### config.mk
export PLATFORM = sky130hd
export DESIGN_NAME = event_trace_player_flat
export DESIGN_NICKNAME = d
export VERILOG_FILES = /design/src/rtl/event_trace_player_if.sv /design/src/rtl/event_trace_player.sv /design/src/flat_wrapper.sv
export SDC_FILE = /design/constraint.sdc
export NUM_CORES = 2
export LEC_CHECK = 0
export BUFFER_PORTS_ARGS = -buffer_cell sky130_fd_sc_hd__buf_4
export CAP_MARGIN = 20
export CORE_UTILIZATION = 47
export DETAILED_ROUTE_END_ITERATION = 10
export PLACE_DENSITY = 0.72
export SLEW_MARGIN = 10
export SYNTH_ARGS = -nofsm -noshare
export SYNTH_HDL_FRONTEND = slang
export SYNTH_SLANG_ARGS = --single-unit
### constraint.sdc
create_clock -name clk -period 28.7 [get_ports clk]
set_input_delay 2.87 -clock clk [delete_from_list [all_inputs] [get_ports clk]]
set_output_delay 2.87 -clock clk [all_outputs]
set_load 0.005 [all_outputs]
### src/rtl/event_trace_player_if.sv
// Loader-side bus of the event trace player: one trace entry offered per cycle
// with a valid/ready handshake.
interface event_trace_player_if #(
  parameter int NUM_INPUTS = 2,
  parameter int DATA_W     = 64,
  parameter int DELAY_W    = 16
);
  logic                         wr_valid;
  logic                         wr_ready;
  logic [DELAY_W-1:0]           wr_delay;
  logic [NUM_INPUTS-1:0]        wr_mask;
  logic [NUM_INPUTS*DATA_W-1:0] wr_data;

  modport master (output wr_valid, output wr_delay, output wr_mask, output wr_data,
                  input  wr_ready);
  modport slave  (input  wr_valid, input  wr_delay, input  wr_mask, input  wr_data,
                  output wr_ready);
endinterface

### src/rtl/event_trace_player.sv
// Replays queued timestamped input events into a monitor: FIFO of
// {delay, mask, data} entries drained by a WAIT/FIRE/GAP sequencer.
module event_trace_player #(
  parameter int NUM_INPUTS = 2,
  parameter int DATA_W     = 64,
  parameter int DELAY_W    = 16,
  parameter int DEPTH      = 8,
  parameter int CNT_W      = 16
) (
  input  logic                         clk,
  input  logic                         rst,
  input  logic                         en,
  event_trace_player_if.slave          wr,
  output logic [NUM_INPUTS*DATA_W-1:0] input_data,
  output logic [NUM_INPUTS-1:0]        new_input,
  output logic                         idle,
  output logic [$clog2(DEPTH):0]       fifo_count,
  output logic [CNT_W-1:0]             events_issued
);

  localparam int AW = $clog2(DEPTH);
  localparam int CW = AW + 1;
  localparam int LW = NUM_INPUTS * DATA_W;

  typedef enum logic [1:0] {S_IDLE, S_WAIT, S_FIRE, S_GAP} state_t;

  logic [DELAY_W-1:0]    mem_delay [DEPTH];
  logic [NUM_INPUTS-1:0] mem_mask  [DEPTH];
  logic [LW-1:0]         mem_data  [DEPTH];

  logic [AW-1:0]         wr_ptr_reg, rd_ptr_reg;
  logic [CW-1:0]         count_reg;
  state_t                state_reg;
  logic [DELAY_W-1:0]    cnt_reg;
  logic [NUM_INPUTS-1:0] cur_mask_reg;
  logic [LW-1:0]         cur_data_reg;
  logic [NUM_INPUTS-1:0] new_input_reg;
  logic [LW-1:0]         input_data_reg;
  logic [CNT_W-1:0]      events_reg;

  logic                  push, pop, not_empty;
  logic [DELAY_W-1:0]    head_delay;
  logic [NUM_INPUTS-1:0] head_mask;
  logic [LW-1:0]         head_data, head_masked, cur_masked;

  assign wr.wr_ready = (count_reg != CW'(DEPTH));
  assign not_empty   = (count_reg != '0);
  assign push        = wr.wr_valid && wr.wr_ready;
  assign pop         = en && not_empty && (state_reg == S_IDLE || state_reg == S_GAP);

  assign head_delay  = mem_delay[rd_ptr_reg];
  assign head_mask   = mem_mask[rd_ptr_reg];
  assign head_data   = mem_data[rd_ptr_reg];

  // Lanes whose mask bit is clear are driven as zero rather than stale data.
  for (genvar gi = 0; gi < NUM_INPUTS; gi++) begin : g_lane
    assign head_masked[gi*DATA_W +: DATA_W] = head_mask[gi]    ? head_data[gi*DATA_W +: DATA_W]    : '0;
    assign cur_masked[gi*DATA_W +: DATA_W]  = cur_mask_reg[gi] ? cur_data_reg[gi*DATA_W +: DATA_W] : '0;
  end

  always_ff @(posedge clk) begin
    if (push) begin
      mem_delay[wr_ptr_reg] <= wr.wr_delay;
      mem_mask[wr_ptr_reg]  <= wr.wr_mask;
      mem_data[wr_ptr_reg]  <= wr.wr_data;
    end
  end

  always_ff @(posedge clk or negedge rst) begin
    if (!rst) begin
      wr_ptr_reg <= '0;
      rd_ptr_reg <= '0;
      count_reg  <= '0;
    end else begin
      if (push) wr_ptr_reg <= wr_ptr_reg + AW'(1);
      if (pop)  rd_ptr_reg <= rd_ptr_reg + AW'(1);
      case ({push, pop})
        2'b10:   count_reg <= count_reg + CW'(1);
        2'b01:   count_reg <= count_reg - CW'(1);
        default: count_reg <= count_reg;
      endcase
    end
  end

  // Strobes are registered on entry to FIRE so they are high exactly while in FIRE.
  always_ff @(posedge clk or negedge rst) begin
    if (!rst) begin
      state_reg      <= S_IDLE;
      cnt_reg        <= '0;
      cur_mask_reg   <= '0;
      cur_data_reg   <= '0;
      new_input_reg  <= '0;
      input_data_reg <= '0;
      events_reg     <= '0;
    end else begin
      case (state_reg)
        S_IDLE, S_GAP: begin
          new_input_reg  <= '0;
          input_data_reg <= '0;
          state_reg      <= S_IDLE;
          if (pop) begin
            cur_mask_reg <= head_mask;
            cur_data_reg <= head_data;
            cnt_reg      <= head_delay;
            if (head_delay == '0) begin
              state_reg      <= S_FIRE;
              new_input_reg  <= head_mask;
              input_data_reg <= head_masked;
            end else begin
              state_reg <= S_WAIT;
            end
          end
        end
        S_WAIT: begin
          if (en) begin
            cnt_reg <= cnt_reg - DELAY_W'(1);
            if (cnt_reg == DELAY_W'(1)) begin
              state_reg      <= S_FIRE;
              new_input_reg  <= cur_mask_reg;
              input_data_reg <= cur_masked;
            end
          end
        end
        S_FIRE: begin
          new_input_reg  <= '0;
          input_data_reg <= '0;
          state_reg      <= S_GAP;
          if (cur_mask_reg != '0 && events_reg != '1)
            events_reg <= events_reg + CNT_W'(1);
        end
        default: state_reg <= S_IDLE;
      endcase
    end
  end

  assign new_input     = new_input_reg;
  assign input_data    = input_data_reg;
  assign idle          = (state_reg == S_IDLE) && !not_empty;
  assign fifo_count    = count_reg;
  assign events_issued = events_reg;

endmodule

### src/flat_wrapper.sv
// flat-port wrapper written by rule: the top's interface ports become plain ports
module event_trace_player_flat 
#(
  parameter int NUM_INPUTS = 2,
  parameter int DATA_W     = 64,
  parameter int DELAY_W    = 16,
  parameter int DEPTH      = 8,
  parameter int CNT_W      = 16
)
  (clk, rst, en, input_data, new_input, idle, fifo_count, events_issued, wr_wr_valid, wr_wr_delay, wr_wr_mask, wr_wr_data, wr_wr_ready);
  event_trace_player_if #(.NUM_INPUTS(NUM_INPUTS), .DATA_W(DATA_W), .DELAY_W(DELAY_W)) wr_i ();
  input  logic clk;
  input  logic rst;
  input  logic en;
  output logic [NUM_INPUTS*DATA_W-1:0] input_data;
  output logic [NUM_INPUTS-1:0] new_input;
  output logic idle;
  output logic [$clog2(DEPTH):0] fifo_count;
  output logic [CNT_W-1:0] events_issued;
  input wire logic [$bits(wr_i.wr_valid)-1:0] wr_wr_valid;
  input wire logic [$bits(wr_i.wr_delay)-1:0] wr_wr_delay;
  input wire logic [$bits(wr_i.wr_mask)-1:0] wr_wr_mask;
  input wire logic [$bits(wr_i.wr_data)-1:0] wr_wr_data;
  output wire logic [$bits(wr_i.wr_ready)-1:0] wr_wr_ready;
  assign wr_i.wr_valid = wr_wr_valid;
  assign wr_i.wr_delay = wr_wr_delay;
  assign wr_i.wr_mask = wr_wr_mask;
  assign wr_i.wr_data = wr_wr_data;
  assign wr_wr_ready = wr_i.wr_ready;
  event_trace_player #(.NUM_INPUTS(NUM_INPUTS), .DATA_W(DATA_W), .DELAY_W(DELAY_W), .DEPTH(DEPTH), .CNT_W(CNT_W)) u_core (.clk(clk), .rst(rst), .en(en), .wr(wr_i), .input_data(input_data), .new_input(new_input), .idle(idle), .fifo_count(fifo_count), .events_issued(events_issued));
endmodule
==> impl_results.md <==
* Drt wl/cell at 24.9 um
* Seq/Total Area, Yosys at 0.733
* Setup Viol. Count Final at 0
* Hold-fix buffers at CTS at 0
* Worst-margin pin slew at 1.09 ns
* Die W at 354 um
* R2r setup slk at 23.28 ns
* Lkg Pwr at 24.4 nW
* Layout cells sized above 1 at 0.264
* Endpoint class of the critical path: flip-flop
* CTS root buf: clkbuf_16
* Post-Synth Adder-Cell Area at 0.00237
* Reg with most FFs: u_core.mem_data
* Clk slew on worst S/H paths at 0.06 ns
* Post-route ant nets at 0
* Max reg flops at 1024
* Resized Gates After CTS at 0
* Initial Util at 0.476
* Hold depth at 1
* Largest family of logic cells by synthesized area: multiplexers
* Syn Nets at 3290
* Design area at 67200 um2
* Layout area overhead at 15.5%
* Placed Area at 62200 um2
* Skew final at 0.0344 ns
* Chip height at 354 um
* Routability congestion estimate at 0.779
* Bufs on Longest Clock Path at 3
* Hold Path Class: flip-flop to flip-flop
* Slew Limit Fails at 0
* Setup bufs post-CTS at 0
* # port buffers at 301
* Mapped Cells at 3129
* Minimum clock period at 5.42 ns
* Final Hold Vio Count at 0
* Synth area leader: edfxtp_1
* MaxCap Viol Count at 0
* WL final at 129000 um
* Fillers at 9323
* Synth top area cells: edfxtp_1 60%, dfrtp_1 13%, mux4_2 11%
* Total negative slack at 0 ns
* # IOs at 302
* DR vias at 29800
* DP Wirelength at 68700 um
* Post-synthesis average cell area at 18.6 um2
* Crit path to: u_core.input_data[94]$_DFFE_PN0P_
* Post-Synth Simple-Gate Area at 0.0447
* Status: finished clean
* CTS tree: yes
* Primary FF master, synth: edfxtp_1
* Core Region at 122000 um2
* Critical path peak fanout at 66
* Yosys top cell area share at 0.603
* Number of cells on the worst reg-to-reg path at 8
* Fmax at 184 MHz
* Synth Area in Compound Gates at 0.0390
* DIE AREA at 125000 um2
* CP arrival at 6.04 ns
* Post-synth ARST share at 0.207
* FF+latch count, synth at 1472
* Maximum VDD drop at 0.0000823 V
* Setup CP Type: primary input to flip-flop
* Remaining DRCs at 0
* Tcrit/Tclk final at 0.189
* Worst-Skew Late Latency at 0.80 ns
* CP Data Required Time at 29.32 ns
* Number of synthesized flops with an enable pin at 1168
* Worst Setup SP: en
* Xor and xnor area share after synthesis at 0.00346
* Pwr/cell area at 103 nW/um2
* RSZ-0062 raised after global routing: no
* Initial DRC count at 2573
* Synth unique cells at 48
* Cell row count at 128
* Post-Syn Area at 58200 um2
* DRT Pass-1 Iters at 6
* Total congestion overflow at 0
* Nets at 3594
* Initial antenna violation count at 19
* Crit start category: primary input
* Global-route wire length before repair at 194000 um
* Mux cell area share after synthesis at 0.161
* Most frequent cells in the layout: 1168 x edfxtp_1, 343 x buf_4, 301 x dfrtp_1
* Most common cell after layout, fill and taps aside: edfxtp_1
* Number of global-route vias before repair at 30500
* Vias per inst at 5.73
* FF-to-FF Start: u_core.rd_ptr_reg[2]$_DFFE_PN0P_
* Warnings from Yosys at 0
* Largest net degree at the start of global routing at 164
* Sink Count at 1472
* CTS Buf Count at 150
* Relative slew slack at 0.270
* H-tree levels at 4
* R2R Path End: u_core.input_data[57]$_DFFE_PN0P_
* All-Layer GR Usage at 0.208
[worst min path at each step]
| stage | slack, ns | endpoint | from |
|---|---|---|---|
| 6_report | 0.50 | u_core.events_issued[12]$_DFFE_PN0P_ | u_core.events_issued[12]$_DFFE_PN0P_ |
| 5_1_grt | 0.53 | u_core.events_issued[12]$_DFFE_PN0P_ | u_core.events_issued[12]$_DFFE_PN0P_ |
| 4_1_cts | 0.50 | u_core.events_issued[12]$_DFFE_PN0P_ | u_core.events_issued[12]$_DFFE_PN0P_ |
| 3_5_place_dp | 0.49 | u_core.events_issued[12]$_DFFE_PN0P_ | u_core.events_issued[12]$_DFFE_PN0P_ |
| 3_3_place_gp | 0.48 | u_core.events_issued[12]$_DFFE_PN0P_ | u_core.events_issued[12]$_DFFE_PN0P_ |
| 2_1_floorplan | 0.47 | u_core.cnt_reg[11]$_DFFE_PN0P_ | u_core.cnt_reg[11]$_DFFE_PN0P_ |
[cells by family (layout without fill, tap and decap cells)]
| group | Yosys count | in the layout |
|---|---|---|
| compound gates | 306 | 306 |
| xor+xnor | 23 | 23 |
| fa+ha+maj | 11 | 11 |
| buf+inv | 208 | 641 |
| flops | 1472 | 1472 |
| mux | 573 | 573 |
| other cells | 0 | 3 |
| simple gates | 536 | 536 |
[power breakdown]
group | internal [W] | total [W] | switching [W]
Clock | 0.00113 | 0.00195 | 0.000829
Sequential | 0.00273 | 0.00293 | 0.000195
Combinational | 0.000856 | 0.00205 | 0.00119
[cell type report]
| cell class | count | area, um2 | share of cell area |
|---|---|---|---|
| diodes | 3 | 7.51 | 0.000112 |
| clock buffers | 210 | 4150 | 0.0617 |
| clock inverters | 71 | 876 | 0.0130 |
| inverters | 8 | 30.0 | 0.000447 |
| multi-input cells | 1449 | 14700 | 0.219 |
| flip-flops and latches | 1472 | 42700 | 0.635 |
| well taps | 1625 | 2030 | 0.0302 |
| repair buffers | 352 | 2730 | 0.0407 |
[worst max-delay path, cell delays in order]
cell     delay (ns)
buf_4          0.11
nand2_1        0.08
o41ai_4        0.28
buf_4          0.63
buf_4          0.69
buf_4          0.80
mux2i_1        0.25
o21ai_0        0.11
[cells in the mapped netlist (all sizes together), types with 2 or more instances]
cell and instances:
or2 2, clkbuf 112, mux2i 278, o221ai 2, a21oi 136, xor2 10
inv 8, o41ai 59, nor4 5, or3 4, edfxtp 1168, nand2b 4
a211oi 11, mux2 3, dfrtp 304, buf 88, o31ai 2, o21ai 85
ha 11, and2 130, and3 12, o211a 2, nand4 6, and4 4
nor2 226, mux4 292, o211ai 2, xnor2 13, or4 6, nand2 34
nor3 12, nand3 88
[per-layer routing]
layer / share of wire / up-vias / track usage
met2: 0.50 / 901 / 0.339
met1: 0.41 / 15600 / 0.275
met5: 0.0017 / - / 0
li1: - / 13000 / -
met3: 0.070 / 228 / 0.0546
met4: 0.023 / 32 / 0.0621
[per-stage QoR]
step                      cells   util  setup WS (ns)  power (W)  hold WS, ns
after global placement     4905  0.508          22.54    0.00500        0.478
after global routing       5188  0.549          23.06    0.00727        0.526
after detailed placement   4906  0.508          22.48    0.00505        0.489
after floorplan            3129      -          14.73    0.00444        0.473
after CTS                  5187  0.549          23.19    0.00702        0.496
final                      5190  0.550          23.28    0.00693        0.502
Power figures use the tool's default switching activity.
